File: config.mk
export PLATFORM = sky130hd
export DESIGN_NAME = pc_unit
export DESIGN_NICKNAME = d
export VERILOG_FILES = /design/src/rtl/pc_unit_pkg.sv /design/src/rtl/pc_unit_npc.sv /design/src/rtl/pc_unit.sv
export SDC_FILE = /design/constraint.sdc
export NUM_CORES = 1
export LEC_CHECK = 0
export CAP_MARGIN = 20
export CELL_PAD_IN_SITES_DETAIL_PLACEMENT = 1
export CELL_PAD_IN_SITES_GLOBAL_PLACEMENT = 1
export CORE_ASPECT_RATIO = 0.7
export CORE_UTILIZATION = 33
export DETAILED_ROUTE_END_ITERATION = 8
export GPL_TIMING_DRIVEN = 0
export PLACE_DENSITY = 0.85
export SLEW_MARGIN = 20
export SYNTH_ARGS = -nofsm -noshare
export SYNTH_HDL_FRONTEND = slang
export SYNTH_SLANG_ARGS = --single-unit
File: constraint.sdc
create_clock -name clk -period 5.44 [get_ports clk]
set_clock_uncertainty 0.15 [all_clocks]
set_input_delay 1.088 -clock clk [delete_from_list [all_inputs] [get_ports clk]]
set_output_delay 1.088 -clock clk [all_outputs]
set_load 0.03 [all_outputs]
File: src/rtl/pc_unit_pkg.sv
// pc_unit_pkg -- shared encodings for the RV32I program-counter unit.
//   NPC_*      : next-PC select codes driven by the decoder (100-111 act as NPC_SEQ).
//   pcu_state_e: pc_unit FSM states (RUN / TRAP / HALT).
package pc_unit_pkg;

  localparam logic [2:0] NPC_SEQ    = 3'b000;
  localparam logic [2:0] NPC_BRANCH = 3'b001;
  localparam logic [2:0] NPC_JAL    = 3'b010;
  localparam logic [2:0] NPC_JALR   = 3'b011;

  typedef enum logic [1:0] {
    PCU_RUN  = 2'd0,
    PCU_TRAP = 2'd1,
    PCU_HALT = 2'd2
  } pcu_state_e;

endpackage

File: src/rtl/pc_unit_npc.sv
// npc_calc -- purely combinational next-PC target select for pc_unit.
// Ports:
//   pc        in  32 : current architectural PC
//   npc_op    in  3  : next-PC select (NPC_*)
//   imm       in  32 : sign-extended B/J immediate
//   alu_c     in  32 : ALU result (jalr target before bit-0 clear)
//   alu_zero  in  1  : ALU zero flag, doubles as branch-taken
//   stall     in  1  : pipeline stall, suppresses redirect
//   hold      in  1  : unit is halted, suppresses redirect
//   pc_plus4  out 32 : pc+4 link value
//   npc       out 32 : selected next PC
//   redirect  out 1  : a non-sequential target is taken this cycle
//   misalign  out 1  : redirecting target not word aligned
//                      (port present only with PC_MISALIGN_TRAP_EN)
module npc_calc
  import pc_unit_pkg::*;
(
  input  logic [31:0] pc,
  input  logic [2:0]  npc_op,
  input  logic [31:0] imm,
  input  logic [31:0] alu_c,
  input  logic        alu_zero,
  input  logic        stall,
  input  logic        hold,
  output logic [31:0] pc_plus4,
  output logic [31:0] npc,
`ifdef PC_MISALIGN_TRAP_EN
  output logic        misalign,
`endif
  output logic        redirect
);

  logic [31:0] target;
  logic        jump;

  always_comb begin
    pc_plus4 = pc + 32'd4;
    target   = pc_plus4;
    jump     = 1'b0;
    case (npc_op)
      NPC_BRANCH: begin
        // ALU branch ops yield zero exactly when the branch is taken.
        if (alu_zero) begin
          target = pc + imm;
          jump   = 1'b1;
        end
      end
      NPC_JAL: begin
        target = pc + imm;
        jump   = 1'b1;
      end
      NPC_JALR: begin
        target = alu_c & 32'hFFFF_FFFE;
        jump   = 1'b1;
      end
      default: begin
      end
    endcase
  end

`ifdef PC_MISALIGN_TRAP_EN
  assign npc      = target;
  assign misalign = jump & (target[1:0] != 2'b00);
`else
  // Without the trap, low bits are simply dropped so pc stays word aligned.
  assign npc      = target & 32'hFFFF_FFFC;
`endif

  assign redirect = jump & ~stall & ~hold;

endmodule

File: src/rtl/pc_unit.sv
// pc_unit -- architectural PC register, RUN/TRAP/HALT FSM and retired-
// instruction counter for the single-cycle RV32I core.
// Optional feature macro: PC_MISALIGN_TRAP_EN (misaligned redirect -> trap).
// Parameters: RESET_PC (PC after reset), TRAP_VEC (PC on misaligned trap).
// Ports:
//   clk       in  1  : clock, rising edge
//   rstn      in  1  : synchronous active-low reset
//   stall     in  1  : hold PC, no retire
//   halt_req  in  1  : ecall/ebreak, enter HALT
//   npc_op    in  3  : next-PC select (NPC_*)
//   imm       in  32 : sign-extended immediate
//   alu_c     in  32 : ALU result
//   alu_zero  in  1  : ALU zero flag
//   pc        out 32 : registered PC
//   pc_plus4  out 32 : pc+4 (combinational)
//   npc       out 32 : next PC (combinational)
//   redirect  out 1  : non-sequential target taken (combinational)
//   halted    out 1  : state is HALT
//   trap      out 1  : state is TRAP
//   epc       out 32 : faulting PC
//   instret   out 32 : retired-instruction count
module pc_unit
  import pc_unit_pkg::*;
#(
  parameter logic [31:0] RESET_PC = 32'h0000_0000,
  parameter logic [31:0] TRAP_VEC = 32'h0000_0100
) (
  input  logic        clk,
  input  logic        rstn,
  input  logic        stall,
  input  logic        halt_req,
  input  logic [2:0]  npc_op,
  input  logic [31:0] imm,
  input  logic [31:0] alu_c,
  input  logic        alu_zero,
  output logic [31:0] pc,
  output logic [31:0] pc_plus4,
  output logic [31:0] npc,
  output logic        redirect,
  output logic        halted,
  output logic        trap,
  output logic [31:0] epc,
  output logic [31:0] instret
);

  pcu_state_e  state;
  logic [31:0] pc_q;
  logic [31:0] instret_q;
  logic        halted_q;
  logic        trap_take;

  npc_calc u_npc (
    .pc       (pc_q),
    .npc_op   (npc_op),
    .imm      (imm),
    .alu_c    (alu_c),
    .alu_zero (alu_zero),
    .stall    (stall),
    .hold     (state == PCU_HALT),
    .pc_plus4 (pc_plus4),
    .npc      (npc),
`ifdef PC_MISALIGN_TRAP_EN
    .misalign (trap_take),
`endif
    .redirect (redirect)
  );

`ifdef PC_MISALIGN_TRAP_EN
  logic        trap_q;
  logic [31:0] epc_q;
  assign trap = trap_q;
  assign epc  = epc_q;
`else
  // TRAP is unreachable in this build; the trap path folds away.
  assign trap_take = 1'b0;
  assign trap      = 1'b0;
  assign epc       = '0;
`endif

  always_ff @(posedge clk) begin
    if (!rstn) begin
      pc_q      <= RESET_PC;
      state     <= PCU_RUN;
      instret_q <= '0;
      halted_q  <= 1'b0;
`ifdef PC_MISALIGN_TRAP_EN
      trap_q    <= 1'b0;
      epc_q     <= '0;
`endif
    end else if (state == PCU_HALT) begin
      // terminal: only reset leaves HALT
    end else if (stall) begin
      // everything holds, including a pending TRAP marker
    end else if (halt_req) begin
      state     <= PCU_HALT;
      halted_q  <= 1'b1;
      instret_q <= instret_q + 32'd1;
`ifdef PC_MISALIGN_TRAP_EN
      trap_q    <= 1'b0;
`endif
    end else if (trap_take) begin
      pc_q      <= TRAP_VEC;
      state     <= PCU_TRAP;
`ifdef PC_MISALIGN_TRAP_EN
      trap_q    <= 1'b1;
      epc_q     <= pc_q;
`endif
    end else begin
      pc_q      <= npc;
      state     <= PCU_RUN;
      instret_q <= instret_q + 32'd1;
`ifdef PC_MISALIGN_TRAP_EN
      trap_q    <= 1'b0;
`endif
    end
  end

  assign pc      = pc_q;
  assign instret = instret_q;
  assign halted  = halted_q;

endmodule
==> run_results.csv <==
group,metric,value,unit
timing,timing.setup.tns,0,ps
power_and_ir_drop,power_dens_cells,226,mW/mm2
clocking,worst_setup_hold_path_clk_slew,60,ps
clocking,cts_inserted_buffers,9,
global_routing,grt_max_degree,14,
drt,final_antenna_net_count,0,
timing,worst_pin_slew,946,ps
floorplanning,die_width,157,um
power_and_ir_drop,switchingPower,0.719,mW
floorplanning,initial_utilization,0.338,
placement,port-buffer-count,191,
drt,post_drt_via_cell_ratio,5.43,
logic_synthesis,synthSimpleGateAreaFrac,0.217,
logic_synthesis,synth_compound_area_frac,0.235,
layout,fillerInstances,2029,
logic_synthesis,post_synth_instance_area,0.00555,mm2
layout,antenna_cells_inserted,0,
floorplanning,ios,235,
logic_synthesis,post_synth_mux_area_share,0.0108,
drt,drc_errors,0,
placement,placement.cell_area,0.00789,mm2
clocking,postCtsHoldBufs,0,
hold_path,min_from,"halted",
floorplanning,die_area,0.0173,mm2
critical_path,worst_r2r_startpoint,"pc[2]",
clocking,cts.sinks,64,
logic_synthesis,postSynthCellCount,723,
layout,final_layout_size_suffix_gt1_frac,0.124,
placement,finalWeightedCongestion,0.898,
run,drv_cap,0,
timing,holdWs,340,ps
power_and_ir_drop,power.share.sequential,0.273,
drt,drt_total_wl,24600,um
critical_path,critical_path.startpoint_type,"input port",
layout,layout_commonest_cell,"clkdlybuf4s50_1",
drt,dr.first_iter.drc_count,505,
timing,setup_viol,0,
critical_path,worst_ep_required_time,4200,ps
timing,finalCritPeriodShare,0.979,
logic_synthesis,ys_types,73,
logic_synthesis,ys_dominant_reg_cell,"dfxtp_1",
logic_synthesis,dominant_combinational_cell_family_by_area_after_synthesis,"compound AO/OA/AOI/OAI gates",
critical_path,timing_worst_setup_path_type,"in -> out",
global_routing,antenna_found_initial,0,
logic_synthesis,number_of_enable_flip_flop_cells_after_synthesis,0,
global_routing,grt_remaining_overflow,0,
logic_synthesis,post_synth_fa_ha_maj_area_fraction,0.0735,
layout,final_cell_area,0.00839,mm2
logic_synthesis,yosysSeqAreaShare,0.231,
timing,min_period,5330,ps
logic_synthesis,post_synth.cell_area_avg,7.68,um2
power_and_ir_drop,leakage,3.63,nW
timing,remaining_max_slew_budget_at_the_tightest_pin,0.367,
placement,detailedPlacementHpwl,18500,um
floorplanning,die_h,110,um
logic_synthesis,synth_xor_xnor_area_share,0.126,
clocking,clock_tree_from_tritoncts,"yes",
global_routing,global_route_wire_length_before_repair,37000,um
power_and_ir_drop,ir_worst_vdd,0.000144,V
clocking,cts-root-buf,"clkbuf_16",
drt,iteration_count_of_the_initial_detailed_routing_pass,5,
hold_path,holdCritPathClass,"reg -> reg",
layout,fin_util,0.512,
critical_path,critical_path_arrival,4090,ps
drt,routed-via-count,6568,
logic_synthesis,yosys_register_bits,64,
power_and_ir_drop,combinational_group_share_of_total_power,0.376,
layout,num-nets-final,1083,
floorplanning,rows,39,
clocking,ctsHtreeMaxLevel,3,
critical_path,maximum_net_fanout_on_the_critical_path,5,
layout,highest_count_cells_in_the_layout_ignoring_fill_and_taps,"clkdlybuf4s50_1, nor2_1, dfxtp_1, buf_4, nand2_1",
floorplanning,core,0.0164,mm2
logic_synthesis,synth_async_sr_flop_share,0,
layout,signed_area_change_from_the_synthesized_netlist_to_the_final_layout,51.2,%
timing,achievable-frequency,188,MHz
outcome,run_status,"finished, final reports clean",
global_routing,first_global_vias,6574,
critical_path,worstSetupEndpointType,"output pin",
logic_synthesis,yosysWarnings,0,
drt,routed_wire_length_per_instance,20.3,um
clocking,insertion_delay,340,ps
clocking,clk_path_buf_depth,2,
timing,slew_viol_final,0,
critical_path,crit_path_start,"imm[11]",
power_and_ir_drop,power_report.internal_total,1.18,mW
global_routing,grt_use_total,0.278,
timing,hold_violations,0,
power_and_ir_drop,netSwitchingFraction,0.379,
power_and_ir_drop,power.share.clock,0.351,
[logic make-up (layout without fill, tap and decap cells)]
family / Yosys count / count (layout)
AND/OR/NAND/NOR: 235 / 235
adder cells (fa/ha/maj): 32 / 32
multiplexers: 6 / 6
flip-flops: 64 / 64
buffers and inverters: 110 / 333
XOR/XNOR: 79 / 79
AO/OA/AOI/OAI: 196 / 196
other: 1 / 39
[cell type report]
type | instances | area, um2 | share of cell area
inverters | 34 | 128 | 0.0152
multi-input cells | 587 | 3900 | 0.464
flip-flops and latches | 64 | 1280 | 0.153
repair buffers | 209 | 2020 | 0.241
clock inverters | 7 | 105 | 0.0125
well taps | 225 | 282 | 0.0335
clock buffers | 9 | 225 | 0.0268
plain buffers | 74 | 450 | 0.0537
[cell usage after synthesis, types with 20 or more instances]
master	number	area, um2
xnor2_1	42	368
o21ai_0	45	225
nand3_1	29	145
nand4_1	20	125
inv_1	33	124
a21oi_1	55	275
nand2_1	56	210
dfxtp_1	64	1280
xor2_1	36	315
ha_1	31	388
clkbuf_1	25	93.8
nor2_1	65	244
buf_4	41	308
[flip-flops by register name, indices dropped and copies added, names as in the netlist]
signal,flops
pc,30
state,1
instret,32
halted,1
[path summary, 6_finish.rpt]
check	to	slack, ps	cells past startpoint
setup reg to reg	pc[22]	1260	23
setup / recovery	npc[17]	110	12
hold reg to reg	halted	340	2
hold / removal	halted	340	2
[worst max-delay path: stages]
cell and delay (ps):
clkdlybuf4s50_1 440, ha_1 410, a21oi_2 240, a21boi_1 120, o311ai_2 330, nand2_1 240
a31oi_1 270, xnor2_1 100, a222oi_1 270, buf_4 180, inv_1 30, dlygate4sd2_1 350
[through the flow]
step	setup slack (ps)	power (mW)	instances
after detailed placement	-510	1.20	1177
after global placement	-476	1.19	1177
after global routing	-53.9	1.96	1209
after CTS	-59.8	1.88	1204
after floorplan	706	0.938	761
final	112	1.89	1209
[power by group through the flow]
stage	registers [mW]	clock network (mW)	logic, mW
after floorplan	0.550	0	0.387
after global placement	0.526	0	0.667
after detailed placement	0.527	0	0.675
after CTS	0.517	0.675	0.688
after global routing	0.521	0.688	0.750
final	0.518	0.665	0.712
[timing repair]
item,4_1_cts,5_1_grt
gates resized for setup,38,20
pin swaps,6,6
hold endpoints to repair,0,0
buffers inserted,13,5
endpoints found under the setup margin,19,19
[metal layers]
| layer | global-route usage | up-vias | routed length, um |
|---|---|---|---|
| met2 | 0.441 | 297 | 11000 |
| met3 | 0.0675 | 29 | 2020 |
| met5 | 0 | - | 0 |
| met1 | 0.375 | 3198 | 11300 |
| met4 | 0.0719 | 0 | 354 |
| li1 | - | 3044 | - |
No activity file was read; power rests on OpenSTA's default activity.
